[src/rtl/pad_mux_pkg.sv]
// pad_mux_pkg: shared state, attribute types and widths for pad_mux_ctrl (PAD_MUX_LOCK_EN adds a lock bit to cfg_attr)
package pad_mux_pkg;

    typedef enum logic [1:0] {IDLE, DRAIN, APPLY, REJECT} pad_mux_state_e;

    typedef struct packed {
        logic cs;
        logic sl;
        logic ie;
        logic pu;
        logic pd;
    } pad_attr_t;

    localparam pad_attr_t PAD_ATTR_RST = '{cs: 1'b0, sl: 1'b0, ie: 1'b1, pu: 1'b0, pd: 1'b0};

`ifdef PAD_MUX_LOCK_EN
    localparam int ATTR_W = 6;
`else
    localparam int ATTR_W = 5;
`endif

endpackage

[src/rtl/pad_mux_slice.sv]
// pad_mux_slice: one pad's function select, electrical attributes, output/OE mux and input fan-out
module pad_mux_slice
    import pad_mux_pkg::*;
#(
    parameter int NUM_FUNCS = 4
) (
    input  logic                         clk,
    input  logic                         rst_n,
    input  logic                         drain,
    input  logic                         we,
    input  logic [$clog2(NUM_FUNCS)-1:0] func,
    input  logic [4:0]                   attr,
    input  logic [NUM_FUNCS-1:0]         fn_out,
    input  logic [NUM_FUNCS-1:0]         fn_oe,
    input  logic                         pad_in,
    output logic                         pad_out,
    output logic                         pad_oe,
    output logic [4:0]                   attr_q,
    output logic [NUM_FUNCS-1:0]         fn_in
);

    localparam int FW = $clog2(NUM_FUNCS);

    logic [FW-1:0] sel;
    pad_attr_t     cfg;

    // Pad configuration, loaded only by the write strobe from the sequencer
    always_ff @(posedge clk or negedge rst_n) begin
        if (!rst_n) begin
            sel <= '0;
            cfg <= PAD_ATTR_RST;
        end else if (we) begin
            sel <= func;
            cfg <= pad_attr_t'(attr);
        end
    end

    assign pad_out = fn_out[sel];
    assign pad_oe  = fn_oe[sel] & ~drain;
    assign attr_q  = cfg;

    // Only the selected function sees the pad, and only while the input buffer is enabled
    always_comb begin
        fn_in = '0;
        for (int f = 0; f < NUM_FUNCS; f++)
            fn_in[f] = pad_in & cfg.ie & (sel == FW'(f));
    end

endmodule

[src/rtl/pad_mux_ctrl.sv]
// pad_mux_ctrl: sequenced pad-function mux; OE is drained for GUARD_CYCLES before a config change (optional PAD_MUX_LOCK_EN)
module pad_mux_ctrl
    import pad_mux_pkg::*;
#(
    parameter int NUM_PADS     = 40,
    parameter int NUM_FUNCS    = 4,
    parameter int GUARD_CYCLES = 4
) (
    input  logic                           clk,
    input  logic                           rst_n,
    input  logic                           cfg_valid,
    output logic                           cfg_ready,
    input  logic [$clog2(NUM_PADS)-1:0]    cfg_pad,
    input  logic [$clog2(NUM_FUNCS)-1:0]   cfg_func,
    input  logic [ATTR_W-1:0]              cfg_attr,
    output logic                           cfg_done,
    output logic                           cfg_err,
    input  logic [NUM_FUNCS*NUM_PADS-1:0]  fn_out,
    input  logic [NUM_FUNCS*NUM_PADS-1:0]  fn_oe,
    output logic [NUM_FUNCS*NUM_PADS-1:0]  fn_in,
    input  logic [NUM_PADS-1:0]            pad_in,
    output logic [NUM_PADS-1:0]            pad_out,
    output logic [NUM_PADS-1:0]            pad_oe,
    output logic [NUM_PADS-1:0]            pad_cs,
    output logic [NUM_PADS-1:0]            pad_sl,
    output logic [NUM_PADS-1:0]            pad_ie,
    output logic [NUM_PADS-1:0]            pad_pu,
    output logic [NUM_PADS-1:0]            pad_pd
);

    localparam int PW = $clog2(NUM_PADS);
    localparam int FW = $clog2(NUM_FUNCS);
    localparam int CW = GUARD_CYCLES > 1 ? $clog2(GUARD_CYCLES) : 1;

    pad_mux_state_e state;
    logic [CW-1:0]  cnt;
    logic [PW-1:0]  r_pad;
    logic [FW-1:0]  r_func;
    pad_attr_t      r_attr;
    logic           rej;
    logic           busy;

    assign cfg_ready = state == IDLE;
    assign busy      = state == DRAIN || state == APPLY;

`ifdef PAD_MUX_LOCK_EN
    logic [NUM_PADS-1:0] lock;
    logic                r_lock;

    // Lock bit travels with the request and sticks on its pad once applied; only reset clears it
    always_ff @(posedge clk or negedge rst_n) begin
        if (!rst_n) begin
            lock   <= '0;
            r_lock <= 1'b0;
        end else begin
            if (cfg_valid && cfg_ready) r_lock <= cfg_attr[ATTR_W-1];
            if (state == APPLY && r_lock) lock[r_pad] <= 1'b1;
        end
    end

    assign rej = 32'(cfg_pad) >= NUM_PADS || lock[cfg_pad];
`else
    assign rej = 32'(cfg_pad) >= NUM_PADS;
`endif

    // Request sequencer: capture, drain the target pad's OE, then apply or reject with a done pulse
    always_ff @(posedge clk or negedge rst_n) begin
        if (!rst_n) begin
            state    <= IDLE;
            cnt      <= '0;
            r_pad    <= '0;
            r_func   <= '0;
            r_attr   <= PAD_ATTR_RST;
            cfg_done <= 1'b0;
            cfg_err  <= 1'b0;
        end else begin
            cfg_done <= 1'b0;
            cfg_err  <= 1'b0;
            case (state)
                IDLE: if (cfg_valid) begin
                    r_pad  <= cfg_pad;
                    r_func <= cfg_func;
                    r_attr <= pad_attr_t'(cfg_attr[4:0]);
                    cnt    <= CW'(GUARD_CYCLES > 0 ? GUARD_CYCLES - 1 : 0);
                    if (rej) begin
                        state    <= REJECT;
                        cfg_done <= 1'b1;
                        cfg_err  <= 1'b1;
                    end else if (GUARD_CYCLES == 0) begin
                        state    <= APPLY;
                        cfg_done <= 1'b1;
                    end else begin
                        state <= DRAIN;
                    end
                end
                DRAIN: if (cnt == '0) begin
                    state    <= APPLY;
                    cfg_done <= 1'b1;
                end else begin
                    cnt <= cnt - 1'b1;
                end
                default: state <= IDLE;
            endcase
        end
    end

    for (genvar i = 0; i < NUM_PADS; i++) begin : g_pad
        logic [NUM_FUNCS-1:0] fo, fe, fi;
        logic [4:0]           aq;
        for (genvar f = 0; f < NUM_FUNCS; f++) begin : g_fn
            assign fo[f] = fn_out[f*NUM_PADS+i];
            assign fe[f] = fn_oe[f*NUM_PADS+i];
            assign fn_in[f*NUM_PADS+i] = fi[f];
        end
        pad_mux_slice #(.NUM_FUNCS(NUM_FUNCS)) u_slice (
            .clk    (clk),
            .rst_n  (rst_n),
            .drain  (busy && r_pad == PW'(i)),
            .we     (state == APPLY && r_pad == PW'(i)),
            .func   (r_func),
            .attr   (r_attr),
            .fn_out (fo),
            .fn_oe  (fe),
            .pad_in (pad_in[i]),
            .pad_out(pad_out[i]),
            .pad_oe (pad_oe[i]),
            .attr_q (aq),
            .fn_in  (fi)
        );
        assign {pad_cs[i], pad_sl[i], pad_ie[i], pad_pu[i], pad_pd[i]} = aq;
    end

endmodule

[config.mk]
export PLATFORM = sky130hd
export DESIGN_NAME = pad_mux_ctrl
export DESIGN_NICKNAME = d
export VERILOG_FILES = /design/src/rtl/pad_mux_pkg.sv /design/src/rtl/pad_mux_slice.sv /design/src/rtl/pad_mux_ctrl.sv
export SDC_FILE = /design/constraint.sdc
export NUM_CORES = 1
export LEC_CHECK = 0
export CAP_MARGIN = 20
export CELL_PAD_IN_SITES_DETAIL_PLACEMENT = 0
export CELL_PAD_IN_SITES_GLOBAL_PLACEMENT = 1
export CORE_AREA = 3 3 316 318
export CTS_BUF_LIST = sky130_fd_sc_hd__clkbuf_8
export DETAILED_ROUTE_END_ITERATION = 6
export DIE_AREA = 0 0 319 321
export PLACE_DENSITY = 0.57
export SLEW_MARGIN = 25
export SYNTH_ARGS = -nofsm -noshare
export SYNTH_HDL_FRONTEND = slang
export SYNTH_SLANG_ARGS = --single-unit
[constraint.sdc]
create_clock -name clk -period 2.6 [get_ports clk]
set_clock_uncertainty 0.2 [all_clocks]
set_input_delay 0.26 -clock clk [delete_from_list [all_inputs] [get_ports clk]]
set_output_delay 0.26 -clock clk [all_outputs]
set_load 0.01 [all_outputs]
=== Word level (Yosys, flattened, before mapping) ===
Cells that the tools add are included.

* Bits in registers: 299
* Output and inout port bits: 443

* Muxes and demuxes: 172
* Order comparisons: 41
* Add/sub/neg operators: 1
* Equality and inequality tests: 164
* Reductions and logical operators: 128
* Bitwise operators: 280

{| class="wikitable"
|+ Operator list
! operator !! count
|-
| 1-bit bitwise AND || 240
|-
| 2-bit == test (second input constant) || 81
|-
| 1-bit binary-select mux with 2-bit select || 80
|-
| 2-bit by 3-bit less-than comparator with 1-bit output (second input constant) || 40
|-
| 6-bit by 5-bit == test with 1-bit output (second input constant) || 16
|-
| 2-bit logical NOT || 42
|-
| 1-bit two-way mux || 84
|-
| 2-bit by 1-bit == test with 1-bit output (second input constant) || 41
|-
| 1-bit logical AND || 80
|-
| 6-bit by 4-bit == test with 1-bit output (second input constant) || 8
|-
| 6-bit == test (second input constant) || 8
|-
| 1-bit NOT || 40
|-
| 6-bit by 3-bit == test with 1-bit output (second input constant) || 4
|-
| 6-bit by 2-bit == test with 1-bit output (second input constant) || 2
|-
| 2-bit two-way mux || 5
|-
| 2-bit one-hot mux with 2 select lines || 2
|-
| 6-bit by 1-bit == test with 1-bit output (second input constant) || 1
|-
| 6-bit >= comparator (second input constant) || 1
|-
| 6-bit logical NOT || 1
|-
| 2-bit inequality test (second input constant) || 2
|-
| 2-bit AND reduction || 2
|-
| 3-bit AND reduction || 1
|-
| 2-bit by 1-bit inequality test with 1-bit output (second input constant) || 1
|-
| 1-bit one-hot mux with 2 select lines || 1
|-
| 3 further kinds || 3
|}

=== Longest topological paths before layout ===
* Depth after elaboration: 5
* Gate-level depth with buffers: 7
* Mapped depth without buffers: 5

=== By module ===
Synthesis repeated with hierarchy kept, for this count alone.

* Cell total of the unflattened synthesis: 1218
* Area total of the unflattened synthesis: 15363.5 um2

{| class="wikitable"
|+ By module, submodules not included
! module !! seq. area each (um2) !! cells each !! instances !! area an instance (um2)
|-
| pad_mux_slice || 176.4 || 26 || 40 || 350.3
|-
| pad_mux_ctrl || 476.7 || 178 || 1 || 1350.0
|}

=== Worst setup path after synthesis ===
Ideal clock, no wire load.

* Kind: flip-flop to flip-flop
* Start: reg state[0]
* End: reg g_pad[7].u_slice.cfg (netlist bit g_pad[7].u_slice.attr_q[0])
* Arrival: 1777 ps
* Buffers on the path: 1
* Slack: 499 ps
* Cell stages (with the launch flop): 7
* Cells stage by stage: dfrtp_1 > inv_1 > ha_1 > or3b_2 > buf_2 > nor2_4 > mux2_2

* Cells in the longest elaborated chain, start to end: 2

{| class="wikitable"
|+ RTL lines
! what !! line !! RTL
|-
| from (decl) || pad_mux_ctrl.sv:35 || <nowiki>pad_mux_state_e state;</nowiki>
|-
| from (signal assigned) || pad_mux_ctrl.sv:69 || <nowiki>state <= IDLE;</nowiki>
|-
| from (signal assigned) || pad_mux_ctrl.sv:86 || <nowiki>state <= REJECT;</nowiki>
|-
| from (signal assigned) || pad_mux_ctrl.sv:90 || <nowiki>state <= APPLY;</nowiki>
|-
| 2-bit == test || pad_mux_ctrl.sv:119 || <nowiki>.we (state == APPLY && r_pad == PW'(i)),</nowiki>
|-
| 1-bit logical AND || pad_mux_ctrl.sv:119 ||
|-
| to (signal assigned) || pad_mux_slice.sv:34 || <nowiki>cfg <= pad_attr_t'(attr);</nowiki>
|-
| to (decl) || pad_mux_slice.sv:25 || <nowiki>pad_attr_t cfg;</nowiki>
|}

No other way between the ends.
A chain may end at the register's enable or synchronous reset.

=== Worst setup path in the final report ===
* Start: reg state[0]
* End: out pad_oe[7]

* Cells in the longest elaborated chain, start to end: 5
* Elaborated cells on any way between the ends: 6

{| class="wikitable"
|+ RTL lines
! what !! line !! RTL
|-
| 2-bit by 1-bit == test with 1-bit output or 2-bit == test (tied branches) || pad_mux_ctrl.sv:44 || <nowiki>assign busy = state == DRAIN || state == APPLY;</nowiki>
|-
| 1-bit logical OR (*) || pad_mux_ctrl.sv:44 ||
|-
| 1-bit logical AND (*) || pad_mux_ctrl.sv:118 || <nowiki>.drain (busy && r_pad == PW'(i)),</nowiki>
|-
| 1-bit NOT (*) || pad_mux_slice.sv:39 || <nowiki>assign pad_oe = fn_oe[sel] & ~drain;</nowiki>
|-
| 1-bit bitwise AND (*) || pad_mux_slice.sv:39 ||
|-
| to (decl) || pad_mux_ctrl.sv:23 || <nowiki>output logic [NUM_PADS-1:0] pad_oe,</nowiki>
|}

Every way passes the cells marked *; elsewhere a longest branch is shown, timed or not.

==> metrics.txt <==
mean cell area of the mapped netlist roughly 13 µm²; ys flop type dfrtp_1; Post-synth ARST share 100%; Final Hold Vio Count 0; multi-input logic area ~7500 µm²; drt pass-1 iters 4; Cells after Synth roughly 1.2k; via count ~14k; Row Count around 110; syn_nets around 1.6k; data arrival time of the worst path around 2.3 ns; distinct cell type count after synthesis 40; io pins between 800 and 900; cell chain of the critical path inv_2 > ha_4 > buf_6 > or3b_4 > buf_6 > o21a_1 > buf_2; Synth area leaders dfrtp_1, mux2_2, mux4_2, dfstp_2, buf_4; Global Route Usage Sum ~15%; final setup fails 31; DR DRC count 0; final core utilization 28.8%; slowest stage cell, crit path or3b_4; number of enable flip-flop cells after synthesis 0; Reg2Reg Setup Slack approximately 0.10 ns; Sw Share a little under two fifths; sequential share of the synthesized area 48.1%; WS Path Type register to output pin; Pwr Total approximately 26000 µW; CP endpoint kind output pin; Clock Tree Buf Depth 3; H-tree Lvls 2; clock root cell clkbuf_8; total gr overflow 0; most frequent cell after synthesis mux2_2; Clock power frac around 18%; Std-Cell Core Area around 97000 µm²; worst r2r dst g_pad[13].u_slice.attr_q[1]; gpl congestion between 0.8 and 0.9; P_int about 16000 µW; Yosys top cell area share between 40% and 50%; Layout area overhead 78.4%; fillers 9973; number of global-route vias before repair about 15k; flop and latch count out of synthesis ~300; first-pass GRT wire length 109 mm; most frequent CP cell buf_6; post-DP HPWL about 60 mm; post-synthesis cell area 15700 µm²; total CTS buffers 57; Port Buffer Count 818; die height 321 µm; Worst-path clk slew about 0.060 ns; R2R depth 6; Worst Max-Slew Pin Slew approximately 0.72 ns; Via-to-Cell Ratio between 4 and 5; Layout Cells excl Fill 3473; placed cell count ~3.3k; Tcrit/Tclk final 108%; Synth area leader dfrtp_1; Routed Antenna Nets 0; Slew HR about half; Crit path required time ~2.1 ns; Starting Density ~16%; RSZ-0062 raised after global routing yes; sequential share of power 32.0%; routed len/inst roughly 22 µm; initial antenna violation count 5; fin crit period ~2.8 ns; layout cell share with drive strength beyond 1 a little under two fifths; Reg-to-Reg Start state[0]; MaxCap Viol Count 0; largest net degree at the start of global routing 72; CTS Sinks about 300; PwrDens slightly above 900 nW/µm²; WHS 0.0561 ns; static leakage about 0.012 µW; Yosys warnings 0; IR Drop Worst-Case VDD approximately 0.50 mV; CP Launch Type register; fin. max-slew vios 0; final worst slack -0.195 ns; drt initial violations slightly above 500; sw power slightly below 10000 µW; Hold Path Class input pin to asynchronous set/reset pin; Max Clk Rate ~360 MHz; TritonCTS clock tree done; Combinational Power Share between 50% and 60%; die area slightly above 100000 µm²; drt total wl 77.9 mm; FF/Latch Area around 7600 µm²; top post-synthesis cells by count mux2_2, dfrtp_1, nor2_1; CP Max Fanout 4; status finished, violations left; Die W 319 µm; failing checks negative setup slack; final net count approximately 2.5k; Clk Latency, worst-skew pair roughly 0.63 ns; slowest cell delay on critical path around 0.45 ns
[power groups by stage]
stage               Clock (µW)  Sequential (µW)  Combinational, µW
finish                    4580             8240              12900
detailed placement           0             8540              11500
global placement             0             8440              11500
global route              5030             8530              13700
floorplan                    0             8150               4880
CTS                       4830             8300              13100
[layout by cell type, fill, tap and decap left out, drive strengths merged, types with 3 or more instances in the layout]
| cell type | count |
|---|---|
| nor4b | 4 |
| inv | 74 |
| nand4b | 4 |
| nand2b | 4 |
| clkdlybuf4s50 | 716 |
| a21boi | 29 |
| dlygate4sd3 | 7 |
| clkbuf | 66 |
| nor4bb | 3 |
| clkinvlp | 3 |
| dlygate4sd2 | 36 |
| buf | 213 |
| and3b | 4 |
| mux2 | 294 |
| dfrtp | 258 |
| dfstp | 41 |
| mux4 | 80 |
| ha | 4 |
| a21oi | 6 |
| and4bb | 3 |
| nor2b | 3 |
| nor3 | 80 |
| nand3 | 40 |
| nor2 | 94 |
| nand2 | 70 |
| o21a | 11 |
| clkinv | 8 |
| dlymetal6s2s | 25 |
[logic make-up after synthesis]
kind of cell / synth area share [%]
muxes: 32.6
and+or+nand+nor: 10.5
DFF: 48.1
buffers and inverters: 6.14
AOI/OAI and AO/OA: 2.28
adders and majority gates: 0.320
[state kept, by name, summed over array words and instances, names as in the netlist]
signal and flops:
cnt 2, g_pad.u_slice.attr_q 200, r_func 2, cfg_err 1, r_pad 6, g_pad.u_slice.sel 80, state 2, cfg_done 1
r_attr 5
[worst max-delay path, delay by kind of cell, from the launching register on]
family / cells / cell delay, ns
compound gates: 1 / 0.16
buf+inv: 4 / 0.45
fa+ha+maj: 1 / 0.27
simple gates: 1 / 0.45
flops: 1 / 0.37
[routing by layer]
layer / GRT usage [%] / routed length [µm] / share of wire, % / vias up
li1: - / - / - / 6217
met1: 17.5 / 31600 / 41 / 7079
met2: 26.2 / 39800 / 51 / 571
met3: 3.27 / 4670 / 6.0 / 89
met4: 3.65 / 1840 / 2.4 / 0
met5: 0 / 0 / 0 / -
[what timing repair did]
action                                 CTS  global route
setup endpoints to repair              112            71
gates cloned                             1             0
pin swaps                               19            16
gates resized for setup                351            42
buffers inserted                        90            12
endpoints found under the hold margin  254             0
hold buffers                             7             0
[final cells by class]
type                    count  share of cell area [%]
repair buffers            997                    35.5
flip-flops and latches    299                    27.2
multi-input cells         746                    26.9
well taps                1276                    5.71
clock buffers              66                    3.25
clock inverters            41                   0.815
inverters                  46                   0.618
diodes                      2                  0.0179
[through the flow]
step                setup TNS, ns  setup WS [ns]  area [µm²]
floorplan                       0          0.499       15700
global placement            -4.11         -0.479       25600
detailed placement          -4.42         -0.498       25600
CTS                         -6.83         -0.298       27700
global route                -8.63         -0.326       27900
finish                      -2.98         -0.195       27900
[worst max-delay path by stage]
| stage | endpoint | from | cells past startpoint |
|---|---|---|---|
| after detailed placement | pad_oe[4] | state[0] | 6 |
| after floorplan | g_pad[7].u_slice.attr_q[0] | state[0] | 6 |
| after global routing | pad_oe[13] | state[0] | 7 |
| after CTS | pad_oe[7] | state[0] | 7 |
| final | pad_oe[7] | state[0] | 7 |
| after global placement | pad_oe[0] | state[0] | 5 |
No activity file was read; power rests on OpenSTA's default activity.
